File: config.mk
export PLATFORM = sky130hd
export DESIGN_NAME = fetch_queue
export DESIGN_NICKNAME = d
export VERILOG_FILES = /design/src/rtl/project_types.sv /design/src/rtl/fetch_queue_mem.sv /design/src/rtl/fetch_queue.sv
export SDC_FILE = /design/constraint.sdc
export NUM_CORES = 1
export LEC_CHECK = 0
export CORE_UTILIZATION = 50
export CTS_BUF_LIST = sky130_fd_sc_hd__clkbuf_8
export DETAILED_ROUTE_END_ITERATION = 7
export DONT_BUFFER_PORTS = 1
export PLACE_DENSITY = 0.74
export SLEW_MARGIN = 20
export SYNTH_ARGS = -nofsm -noshare
export SYNTH_HDL_FRONTEND = slang
export SYNTH_SLANG_ARGS = --single-unit
File: constraint.sdc
create_clock -name clk -period 6.45 [get_ports clk]
set_input_delay 1.29 -clock clk [delete_from_list [all_inputs] [get_ports clk]]
set_output_delay 1.29 -clock clk [all_outputs]
set_load 0.02 [all_outputs]
File: src/rtl/project_types.sv
// Shared types for the front end of the pipeline.
//   inst_addr_t / inst_t : default-width PC and instruction word
//   fq_entry_t           : one fetch-queue slot, {pc, inst}
//   NOP_INST             : all-zero instruction used as a decode bubble
package project_types;

  typedef logic [31:0] inst_addr_t;
  typedef logic [31:0] inst_t;

  typedef struct packed {
    inst_addr_t pc;
    inst_t      inst;
  } fq_entry_t;

  localparam inst_t NOP_INST = '0;

endpackage

File: src/rtl/fetch_queue_mem.sv
// Storage array for fetch_queue: DEPTH entries, one synchronous write port and one asynchronous
// read port. The array is deliberately not reset; validity is tracked by the owner's counter.
//   clk     : clock
//   we_i    : write enable
//   waddr_i : write index
//   wdata_i : write data
//   raddr_i : read index
//   rdata_o : read data (combinational)
module fetch_queue_mem
  import project_types::*;
#(
  parameter int unsigned DEPTH   = 4,
  parameter type         entry_t = fq_entry_t,
  localparam int unsigned PtrW   = $clog2(DEPTH)
) (
  input  logic            clk,
  input  logic            we_i,
  input  logic [PtrW-1:0] waddr_i,
  input  entry_t          wdata_i,
  input  logic [PtrW-1:0] raddr_i,
  output entry_t          rdata_o
);

  entry_t mem_q [DEPTH];

  always_ff @(posedge clk) begin
    if (we_i) begin
      mem_q[waddr_i] <= wdata_i;
    end
  end

  assign rdata_o = mem_q[raddr_i];

endmodule

File: src/rtl/fetch_queue.sv
// Instruction buffer between IF and ID: a DEPTH-entry FIFO of {pc, inst} pairs with valid/ready
// handshakes on both sides and a one-cycle flush for redirects. When empty, decode sees a zeroed
// NOP bubble.
// Optional feature: define FETCH_QUEUE_BYPASS_EN to let an entry arriving at an empty queue reach
// deq_* in the same cycle; without it there is no path from enq_* to deq_*.
//   clk, rst      : clock, synchronous active-high reset
//   flush_i       : discard all entries at the next edge
//   enq_valid_i   : fetch presents enq_pc_i / enq_inst_i
//   enq_ready_o   : queue not full
//   deq_valid_o   : head entry valid
//   deq_ready_i   : decode consumes the head
//   deq_pc_o      : head PC, 0 when not valid
//   deq_inst_o    : head instruction, NOP when not valid
//   count_o       : occupancy 0..DEPTH
module fetch_queue
  import project_types::*;
#(
  parameter int unsigned DEPTH  = 4,
  parameter int unsigned ADDR_W = 32,
  parameter int unsigned INST_W = 32,
  localparam int unsigned PtrW  = $clog2(DEPTH),
  localparam int unsigned CntW  = $clog2(DEPTH + 1)
) (
  input  logic              clk,
  input  logic              rst,
  input  logic              flush_i,
  input  logic              enq_valid_i,
  output logic              enq_ready_o,
  input  logic [ADDR_W-1:0] enq_pc_i,
  input  logic [INST_W-1:0] enq_inst_i,
  output logic              deq_valid_o,
  input  logic              deq_ready_i,
  output logic [ADDR_W-1:0] deq_pc_o,
  output logic [INST_W-1:0] deq_inst_o,
  output logic [CntW-1:0]   count_o
);

  typedef struct packed {
    logic [ADDR_W-1:0] pc;
    logic [INST_W-1:0] inst;
  } entry_t;

  logic [PtrW-1:0] rd_ptr_q, rd_ptr_d;
  logic [PtrW-1:0] wr_ptr_q, wr_ptr_d;
  logic [CntW-1:0] count_q, count_d;

  logic   full, empty;
  logic   bypass_active, bypass_take;
  logic   do_push, do_pop;
  entry_t wdata, rdata;

  assign full  = (count_q == CntW'(DEPTH));
  assign empty = (count_q == '0);

  // Derived from registered state only, so it never depends on deq_ready_i.
  assign enq_ready_o = ~full;

`ifdef FETCH_QUEUE_BYPASS_EN
  assign bypass_active = empty & enq_valid_i & ~flush_i;
`else
  assign bypass_active = 1'b0;
`endif
  // A bypassed entry that decode takes immediately is never written.
  assign bypass_take = bypass_active & deq_ready_i;

  assign do_push = enq_valid_i & enq_ready_o & ~bypass_take;
  assign do_pop  = ~empty & deq_ready_i;

  assign wdata.pc   = enq_pc_i;
  assign wdata.inst = enq_inst_i;

  fetch_queue_mem #(
    .DEPTH   (DEPTH),
    .entry_t (entry_t)
  ) u_mem (
    .clk     (clk),
    .we_i    (do_push & ~flush_i),
    .waddr_i (wr_ptr_q),
    .wdata_i (wdata),
    .raddr_i (rd_ptr_q),
    .rdata_o (rdata)
  );

  always_comb begin
    deq_valid_o = 1'b0;
    deq_pc_o    = '0;
    deq_inst_o  = INST_W'(NOP_INST);
    if (!empty) begin
      deq_valid_o = 1'b1;
      deq_pc_o    = rdata.pc;
      deq_inst_o  = rdata.inst;
    end else if (bypass_active) begin
      deq_valid_o = 1'b1;
      deq_pc_o    = enq_pc_i;
      deq_inst_o  = enq_inst_i;
    end
  end

  always_comb begin
    rd_ptr_d = rd_ptr_q;
    wr_ptr_d = wr_ptr_q;
    count_d  = count_q;
    if (flush_i) begin
      rd_ptr_d = '0;
      wr_ptr_d = '0;
      count_d  = '0;
    end else begin
      // DEPTH is a power of two, so pointers wrap naturally.
      if (do_push) wr_ptr_d = wr_ptr_q + PtrW'(1);
      if (do_pop)  rd_ptr_d = rd_ptr_q + PtrW'(1);
      count_d = count_q + CntW'(do_push) - CntW'(do_pop);
    end
  end

  always_ff @(posedge clk) begin
    if (rst) begin
      rd_ptr_q <= '0;
      wr_ptr_q <= '0;
      count_q  <= '0;
    end else begin
      rd_ptr_q <= rd_ptr_d;
      wr_ptr_q <= wr_ptr_d;
      count_q  <= count_d;
    end
  end

  assign count_o = count_q;

endmodule

# == Word level (Yosys, flattened, before mapping) ==
# Memories as Yosys holds them, arrays and structs flattened. A register that Yosys moved wholly into a read port is not among the register bits.
# Index checks and enable logic that the tools add are counted.
# totals
ff_bits,7
ram_bits,256
input_bits,69
output_inout_bits,69
mem_count,1
# op_classes
addsub,4
eq_ne,1
mux,7
n_bitwise,6
n_reduce_logical,2
# memory_table
memory,words,word_bits,read_ports,rd_clocked_by_memory_dff,write_ports,line_no,source
u_mem.mem_q,4,64,1,1,1,fetch_queue_mem.sv:24,entry_t mem_q [DEPTH];
# op_table
op,count
$mux W32,2
$add A2 B1 Y2 const B,2
$mux W2,2
$add A3 B1 Y3,1
$and A1 B1 Y1,3
$eq A3 B3 Y1 const B,1
$logic_not A3 Y1,1
$mux W1,3
$not A1 Y1,3
$sub A3 B1 Y3,1
$reduce_or A2 Y1,1

# == Longest topological paths before layout ==
# Gate-level depths: netlist (run 1).
# depth
ltp_word,6
depth_mapped,10

# == Modules after synthesis ==
# Synthesis (run 1) repeated with hierarchy kept, for this count alone.
# hier_totals
cells_unflattened,446
hier_area_um2,10172.3
# modules_own_cells
module,n_inst,cells_per_inst,area_each_um2,seq_area_each_um2
fetch_queue_mem,1,338,9341.5,7687.4
fetch_queue,1,108,830.8,140.1

# == Worst setup path before layout (run 1) ==
# Ideal clock, no wire load.
# synth_timing
path_kind,input to register
startpoint,input flush_i
endpoint,"memory u_mem.mem_q[1][0] (netlist bit), enable pin"
arrival_time_ns,6.178
t_required_ns,5.872
slack_ns,-0.305
cell_stages,2
path_cell_list,clkbuf_1 > nor3b_1
# synth_between
elab_chain_cells,4
# synth_rtl
element,line_no,source
"start, declared",fetch_queue.sv:26,"input logic flush_i,"
$not A1 Y1,fetch_queue.sv:77,".we_i (do_push & ~flush_i),"
$and A1 B1 Y1,fetch_queue.sv:77,
$mux W1,fetch_queue_mem.sv:27,if (we_i) begin
$mux W1 (implied by the code),fetch_queue_mem.sv:28,mem_q[waddr_i] <= wdata_i;
"end, declared",fetch_queue_mem.sv:24,
# No other way between the ends.

==> results of run 1 <==
==> metal layers <==
metal	vias to the layer above	wire length, µm	part of all wire (%)	global-route usage, %
met5	-	0	0	0
met1	2250	6740	39	20.6
met2	156	8560	49	28.0
li1	1911	-	-	-
met4	0	286	1.7	5.59
met3	28	1730	10	7.23
==> cell families after synthesis <==
family	after synthesis	synth area share, %
buf+inv	28	2.14
simple gates	83	4.98
compound gates	1	0.0857
mux	68	14.6
xor+xnor	3	0.257
flops	265	77.0
fa+ha+maj	7	0.930
==> synthesized netlist by cell type <==
cell type,instances,area share (%)
xor2_1,1,0.086
mux4_1,4,1.0
buf_2,6,0.29
nand2_2,1,0.061
fa_1,1,0.20
nand2_1,5,0.18
edfxtp_1,256,75
buf_6,1,0.11
clkbuf_2,1,0.049
or3_1,2,0.12
ha_1,6,0.73
buf_12,6,1.2
nor2_1,1,0.037
xnor2_1,2,0.17
nor3_1,2,0.098
or3b_2,1,0.086
inv_1,5,0.18
clkbuf_1,9,0.33
o311ai_0,1,0.086
nor3b_1,4,0.29
mux2i_1,4,0.39
and2_1,67,4.1
mux4_2,60,13
dfxtp_1,9,1.8
==> worst min-delay path by stage <==
stage                 from           to  slack (ns)  depth (start not counted)
2_1_floorplan  rd_ptr_q[0]     register        0.46                          2
3_3_place_gp   wr_ptr_q[1]  wr_ptr_q[1]        0.48                          2
3_5_place_dp   wr_ptr_q[0]  wr_ptr_q[0]        0.50                          2
4_1_cts        wr_ptr_q[0]  wr_ptr_q[0]        0.51                          2
5_1_grt        wr_ptr_q[0]  wr_ptr_q[0]        0.54                          2
6_report       wr_ptr_q[0]  wr_ptr_q[0]        0.50                          2
==> registers in the layout, summed over array words and instances (netlist names), named ones only <==
name	flops
count_o	3
rd_ptr_q	2
u_mem.mem_q	256
wr_ptr_q	2
==> cell usage in the layout (no fill, tap or decap), types with 2 or more instances in the layout <==
cell type and count:
nor3_1 2, dfxtp_1 7, mux4_2 60, bufinv_16 2, clkinv_2 5, clkbuf_8 45
mux4_1 4, dfxtp_4 2, clkinv_1 12, mux2i_1 4, buf_4 10, and2_1 67
nor3b_2 4, inv_1 17, edfxtp_1 256, nand2_1 5, ha_1 6, xnor2_1 2
==> power by group through the flow <==
stage	logic (mW)	clock network [mW]	registers, mW
6_report	0.196	1.32	1.94
5_1_grt	0.211	1.43	1.94
4_1_cts	0.201	1.36	1.94
3_5_place_dp	0.200	0	1.98
3_3_place_gp	0.198	0	1.97
2_1_floorplan	0.174	0	1.97
==> worst max-delay path: stages (launching register included) <==
cell and delay, ns:
dfxtp_4 0.78, buf_4 0.61, mux4_1 0.67, and2_1 0.25
==> area by class of cell <==
type | instances | area share [%]
multi-input combinational | 162 | 19.2
clock inverter | 31 | 1.56
timing repair buffer | 10 | 0.667
inverter | 5 | 0.167
sequential | 265 | 70.0
tap | 265 | 2.95
clock buffer | 45 | 5.50
==> summary.txt, run 1 <==
Outcome
  • Run status: finished, final reports clean

Power and ir drop
  • Total power divided by cell area: slightly above 300 nW/µm²
  • Maximum vdd drop: 0.244 mV
  • Cell internal pwr: 2.71 mW
  • Net switching power: 747 µW
  • Switching share of power: 21.6%
  • Post-route total power: 3.46 mW
  • Combinational share of power: 5.7%
  • Relative contribution of sequential cells to total power: 56.1%
  • Leak pwr: 3.55 nW
  • Clock power share: 38.3%

Flow run
  • MaxCap Viol Count: 0

Floorplanning
  • Die Outline Area: 21000 µm²
  • # IOs: 138
  • Initial cell density of the core: just over 50%
  • Horizontal die dimension: 145 µm
  • Core area: 19800 µm²
  • Number of standard-cell rows in the floorplan: between 50 and 60
  • Die Y-Extent: 145 µm

Detailed routing
  • Number of detailed-routing iterations run before antenna repair: 4
  • Vias per cell: 5.55
  • Average detailed-routed wire length per instance: 22.1 µm
  • Starting DRT DRC Count: between 200 and 300
  • Post-route ant nets: 0
  • Via Count: approximately 4300
  • Routed Wire Length: 17.3 mm
  • Count of unresolved DRC violations after routing: 0

Critical path
  • Data required, critical path: 5.16 ns
  • Nature of the critical path endpoint: output pin
  • Largest fanout on the critical path: 35
  • Destination of the critical timing path: deq_pc_o[0]
  • Data arrival time of the worst path: roughly 2.9 ns
  • Endpoint of the worst register-to-register path: count_o[2]
  • Depth of the worst register-to-register path: 10
  • Startpoint of the lowest-slack register-to-register path: count_o[1]
  • Setup slack of the worst register-to-register path: 3.13 ns
  • Startpoint kind of the worst setup timing path: register
  • Worst setup path category: register to output pin

Cells and area
  • Final cell count without fillers: 783
  • Multi-input logic area: 2160 µm²
  • Nets: 562
  • Fraction of layout instances using a drive strength above 1: between 20% and 30%
  • Count of fill cells added during filler insertion: 1470
  • Post-route design area: 11300 µm²
  • Final Core Density: 56.9%
  • P&R area growth vs syn: 10.1%
  • Area of all sequential standard cells: 7880 µm²
  • Diodes inserted: 0

Placed design
  • HPWL Detailed: 10.4 mm
  • Input/output buffers: 0
  • DP Worst Slack: ~2.7 ns
  • Global placer's final weighted congestion: 0.678
  • Cell area reported after detailed placement: 10500 µm²
  • Instance count after placement with tap cells included: 707

GRT
  • Total congestion overflow after global routing: 0
  • Vias in the first global route: 4822
  • Maximum number of pins on one net before global-route repair: 65
  • Initial antenna violation count: 0
  • Total global-route track usage: 17.1%
  • Wire length of the first global-routing pass: 27.2 mm

Clock tree
  • Root cell of the clock tree: clkbuf_8
  • TritonCTS clock tree: done
  • Clock transition time at the flip-flop clock pins of the worst setup and hold paths: 0.06 ns
  • Worst-case clock buffer depth: 3
  • Total number of clock tree sinks: 265
  • Post-CTS setup-driven buffer insertion count: 0
  • CTS buffer count: 42
  • CTS hold repair buffers: 0
  • Cts repair resizes: 0
  • Number of levels the H-tree was split into: 2
  • Clock latency at the later pin of the worst-skew pair: ~0.53 ns

Logic synthesis
  • Mapped Cells: 455
  • Net Count, Synth: 531
  • Number of warnings reported in the yosys synthesis log: 0
  • Sequential element share of the synthesized area: 77.0%
  • Per-instance average area after synthesis: 22.5 µm²
  • Unique cell type count in the Yosys netlist: 24
  • Cell Area, Synth: about 10000 µm²
  • Flops & latches, synth: 265

Min path
  • HP Class: register to register

STA
  • Highest Clock Rate: 240 MHz
  • Final setup violation count: 0
  • Clk_skew: ~0.0095 ns
  • Unrepaired setup endpoints after global routing: false
  • Max-slew violation count: 0
  • Final Hold Fails: 0
  • Worst hold-check slack: 0.503 ns
  • Period minus WS final: 4.16 ns
  • Post-route setup slack: 2.29 ns
  • Worst Max-Slew Pin Slew: between 0.9 and 1 ns
  • Total Neg Setup Slack: 0 ns
  • Max_slew headroom: 36.2%
  • Fin crit share: 64.5%
Power figures use the tool's default switching activity.
==> run 2: changes to the inputs <==
==> constraint.sdc (replaced) <==
create_clock -name clk -period 3.7 [get_ports clk]
set_input_delay 0.74 -clock clk [delete_from_list [all_inputs] [get_ports clk]]
set_output_delay 0.74 -clock clk [all_outputs]
set_load 0.02 [all_outputs]
==> summary.txt, run 2 (synthesis results as in run 1) <==
Outcome
  • Run status: finished, final reports clean

Detailed routing
  • Routed Wire Length: 17.5 mm (+0.91%)
  • Via Count: 4395 (+1.2%)
  • Vias per cell: 5.61 (+1.0%)
  • Post-route ant nets: 0 (unchanged)
  • Average detailed-routed wire length per instance: 22.3 µm (+0.78%)
  • Count of unresolved DRC violations after routing: 0 (unchanged)
  • Starting DRT DRC Count: 225 (-19%)
  • Number of detailed-routing iterations run before antenna repair: 4 (unchanged)

Clock tree
  • Cts repair resizes: 0 (unchanged)
  • Post-CTS setup-driven buffer insertion count: 0 (unchanged)
  • Number of levels the H-tree was split into: 2 (unchanged)
  • CTS hold repair buffers: 0 (unchanged)
  • Total number of clock tree sinks: 265 (unchanged)
  • TritonCTS clock tree: done
  • Clock latency at the later pin of the worst-skew pair: 0.53 ns (about the same)
  • CTS buffer count: 42 (unchanged)
  • Worst-case clock buffer depth: 3 (unchanged)
  • Root cell of the clock tree: clkbuf_8
  • Clock transition time at the flip-flop clock pins of the worst setup and hold paths: 0.06 ns (about the same)

STA
  • Highest Clock Rate: 321 MHz
  • Period minus WS final: 3.11 ns
  • Fin crit share: between 80% and 90%
  • Max_slew headroom: 34.5% (-1.7 points)
  • Max-slew violation count: 0 (unchanged)
  • Final Hold Fails: 0 (unchanged)
  • Final setup violation count: 0 (unchanged)
  • Unrepaired setup endpoints after global routing: false
  • Clk_skew: 0.0168 ns (+0.00735 ns)
  • Total Neg Setup Slack: 0 ns (unchanged)
  • Worst Max-Slew Pin Slew: 0.982 ns (+0.0256 ns)

Floorplanning
  • Horizontal die dimension: 145 µm (unchanged)
  • # IOs: 138 (unchanged)
  • Core area: 19800 µm² (unchanged)
  • Number of standard-cell rows in the floorplan: 51 (unchanged)
  • Initial cell density of the core: 51.7% (unchanged)
  • Die Outline Area: 21000 µm² (unchanged)
  • Die Y-Extent: 145 µm (unchanged)

Power and ir drop
  • Relative contribution of sequential cells to total power: 52.7% (-3.4 points)
  • Total power divided by cell area: 561 nW/µm² (+82%)
  • Net switching power: 1.32 mW (+77%)
  • Leak pwr: 3.62 nW (+1.9%)
  • Clock power share: 41.8% (+3.5 points)
  • Maximum vdd drop: 0.466 mV (+91%)
  • Combinational share of power: 5.4% (-0.3 points)
  • Switching share of power: 20.6% (-0.95 points)
  • Cell internal pwr: 5.09 mW (+88%)
  • Post-route total power: 6.41 mW (+85%)

Placed design
  • Global placer's final weighted congestion: 0.746 (+10%)
  • Cell area reported after detailed placement: 10500 µm² (+0.43%)
  • HPWL Detailed: 10.0 mm (-3.5%)
  • Input/output buffers: 0 (unchanged)

Critical path
  • Data required, critical path: 2.96 ns (-2.20 ns)
  • Worst setup path category: register to output pin
  • Highest-delay cell along the critical path: dfxtp_4
  • Largest fanout on the critical path: 29 (-17%)
  • Critical path cell sequence: buf_12 > mux4_2 > and2_1
  • Nature of the critical path endpoint: output pin
  • Data arrival time of the worst path: 2.37 ns (-0.50 ns)
  • Depth of the worst register-to-register path: 9 (-1)
  • CP peak stage delay: 0.71 ns (-0.07 ns)
  • Startpoint kind of the worst setup timing path: register

Cells and area
  • Count of fill cells added during filler insertion: 1460 (-0.68%)
  • Area of all sequential standard cells: 7880 µm² (unchanged)
  • P&R area growth vs syn: 11.8%
  • Diodes inserted: 0 (unchanged)
  • Commonest non-fill, non-tap cell in the layout: edfxtp_1
  • Highest-count cells in the layout ignoring fill and taps: edfxtp_1 (256), and2_1 (67), mux4_2 (60)
  • Multi-input logic area: 2180 µm² (+1.2%)
  • Largest register by flop count: u_mem.mem_q
  • Nets: 563 (+0.18%)
  • Fraction of layout instances using a drive strength above 1: 26.4% (+1.1 points)
  • Number of flip-flops under the largest register name: 256 (unchanged)
  • Final Core Density: 57.8% (+0.91 points)
  • Post-route design area: 11400 µm² (+1.6%)

Flow run
  • MaxCap Viol Count: 0 (unchanged)

GRT
  • Total global-route track usage: 17.2% (+0.059 points)
  • Total congestion overflow after global routing: 0 (unchanged)
  • Vias in the first global route: 4850 (+0.58%)
  • Maximum number of pins on one net before global-route repair: 66 (+1.5%)
  • Initial antenna violation count: 0 (unchanged)
  • Wire length of the first global-routing pass: 27.4 mm (+0.81%)

Min path
  • Hold Path Stages: 1 (-1)
  • HP Class: input port to register
run 2: cell count changes in the layout (fill, tap and decap cells not counted), sizes merged:
| cell | before | now |
|---|---|---|
| bufinv | 2 | 7 |
| buf | 10 | 11 |
| inv | 17 | 12 |
run 2: path summary, 6_finish.rpt:
kind / startpoint / to / slack, ns
worst max register to register: count_o[2] / count_o[2] / 0.91
worst max-delay path: register / deq_inst_o[27] / 0.59
worst min-delay path: rst / count_o[2] / 0.29
worst min register to register: wr_ptr_q[1] / wr_ptr_q[1] / 0.51
run 2: power groups by stage:
stage | clock (mW) | combinational [mW] | sequential, mW
3_3_place_gp | 0 | 0.351 | 3.44
3_5_place_dp | 0 | 0.357 | 3.44
4_1_cts | 2.76 | 0.358 | 3.38
2_1_floorplan | 0 | 0.305 | 3.43
6_report | 2.68 | 0.348 | 3.38
5_1_grt | 2.89 | 0.376 | 3.38
run 2: metal layers:
metal	GRT usage (%)	part of all wire, %	vias to the layer above
li1	-	-	1912
met1	21.5	40	2299
met2	27.3	49	157
met3	7.08	9.2	27
met4	5.80	1.7	0
met5	0	0	-
run 2: final cells by class:
type,count,share of cell area (%)
sequential,265,68.9
tap,265,2.90
timing repair buffer,11,0.832
clock inverter,31,2.71
inverter,5,0.164
clock buffer,45,5.42
multi-input combinational,162,19.1
run 2: critical path: cells and delay by family, from the launching register on:
kind | cells | cell delay (ns)
DFF | 1 | 0.71
muxes | 1 | 0.56
buffers and inverters | 1 | 0.33
and+or+nand+nor | 1 | 0.25
run 2: stage by stage:
step / hold WS, ns / std cells / setup WS (ns)
6_report: 0.291 / 784 / 0.588
5_1_grt: 0.261 / 784 / 0.390
4_1_cts: 0.264 / 784 / 0.481
3_5_place_dp: 0.505 / 708 / 0.936
3_3_place_gp: 0.478 / 708 / 1.04
2_1_floorplan: 0.462 / 455 / -0.271
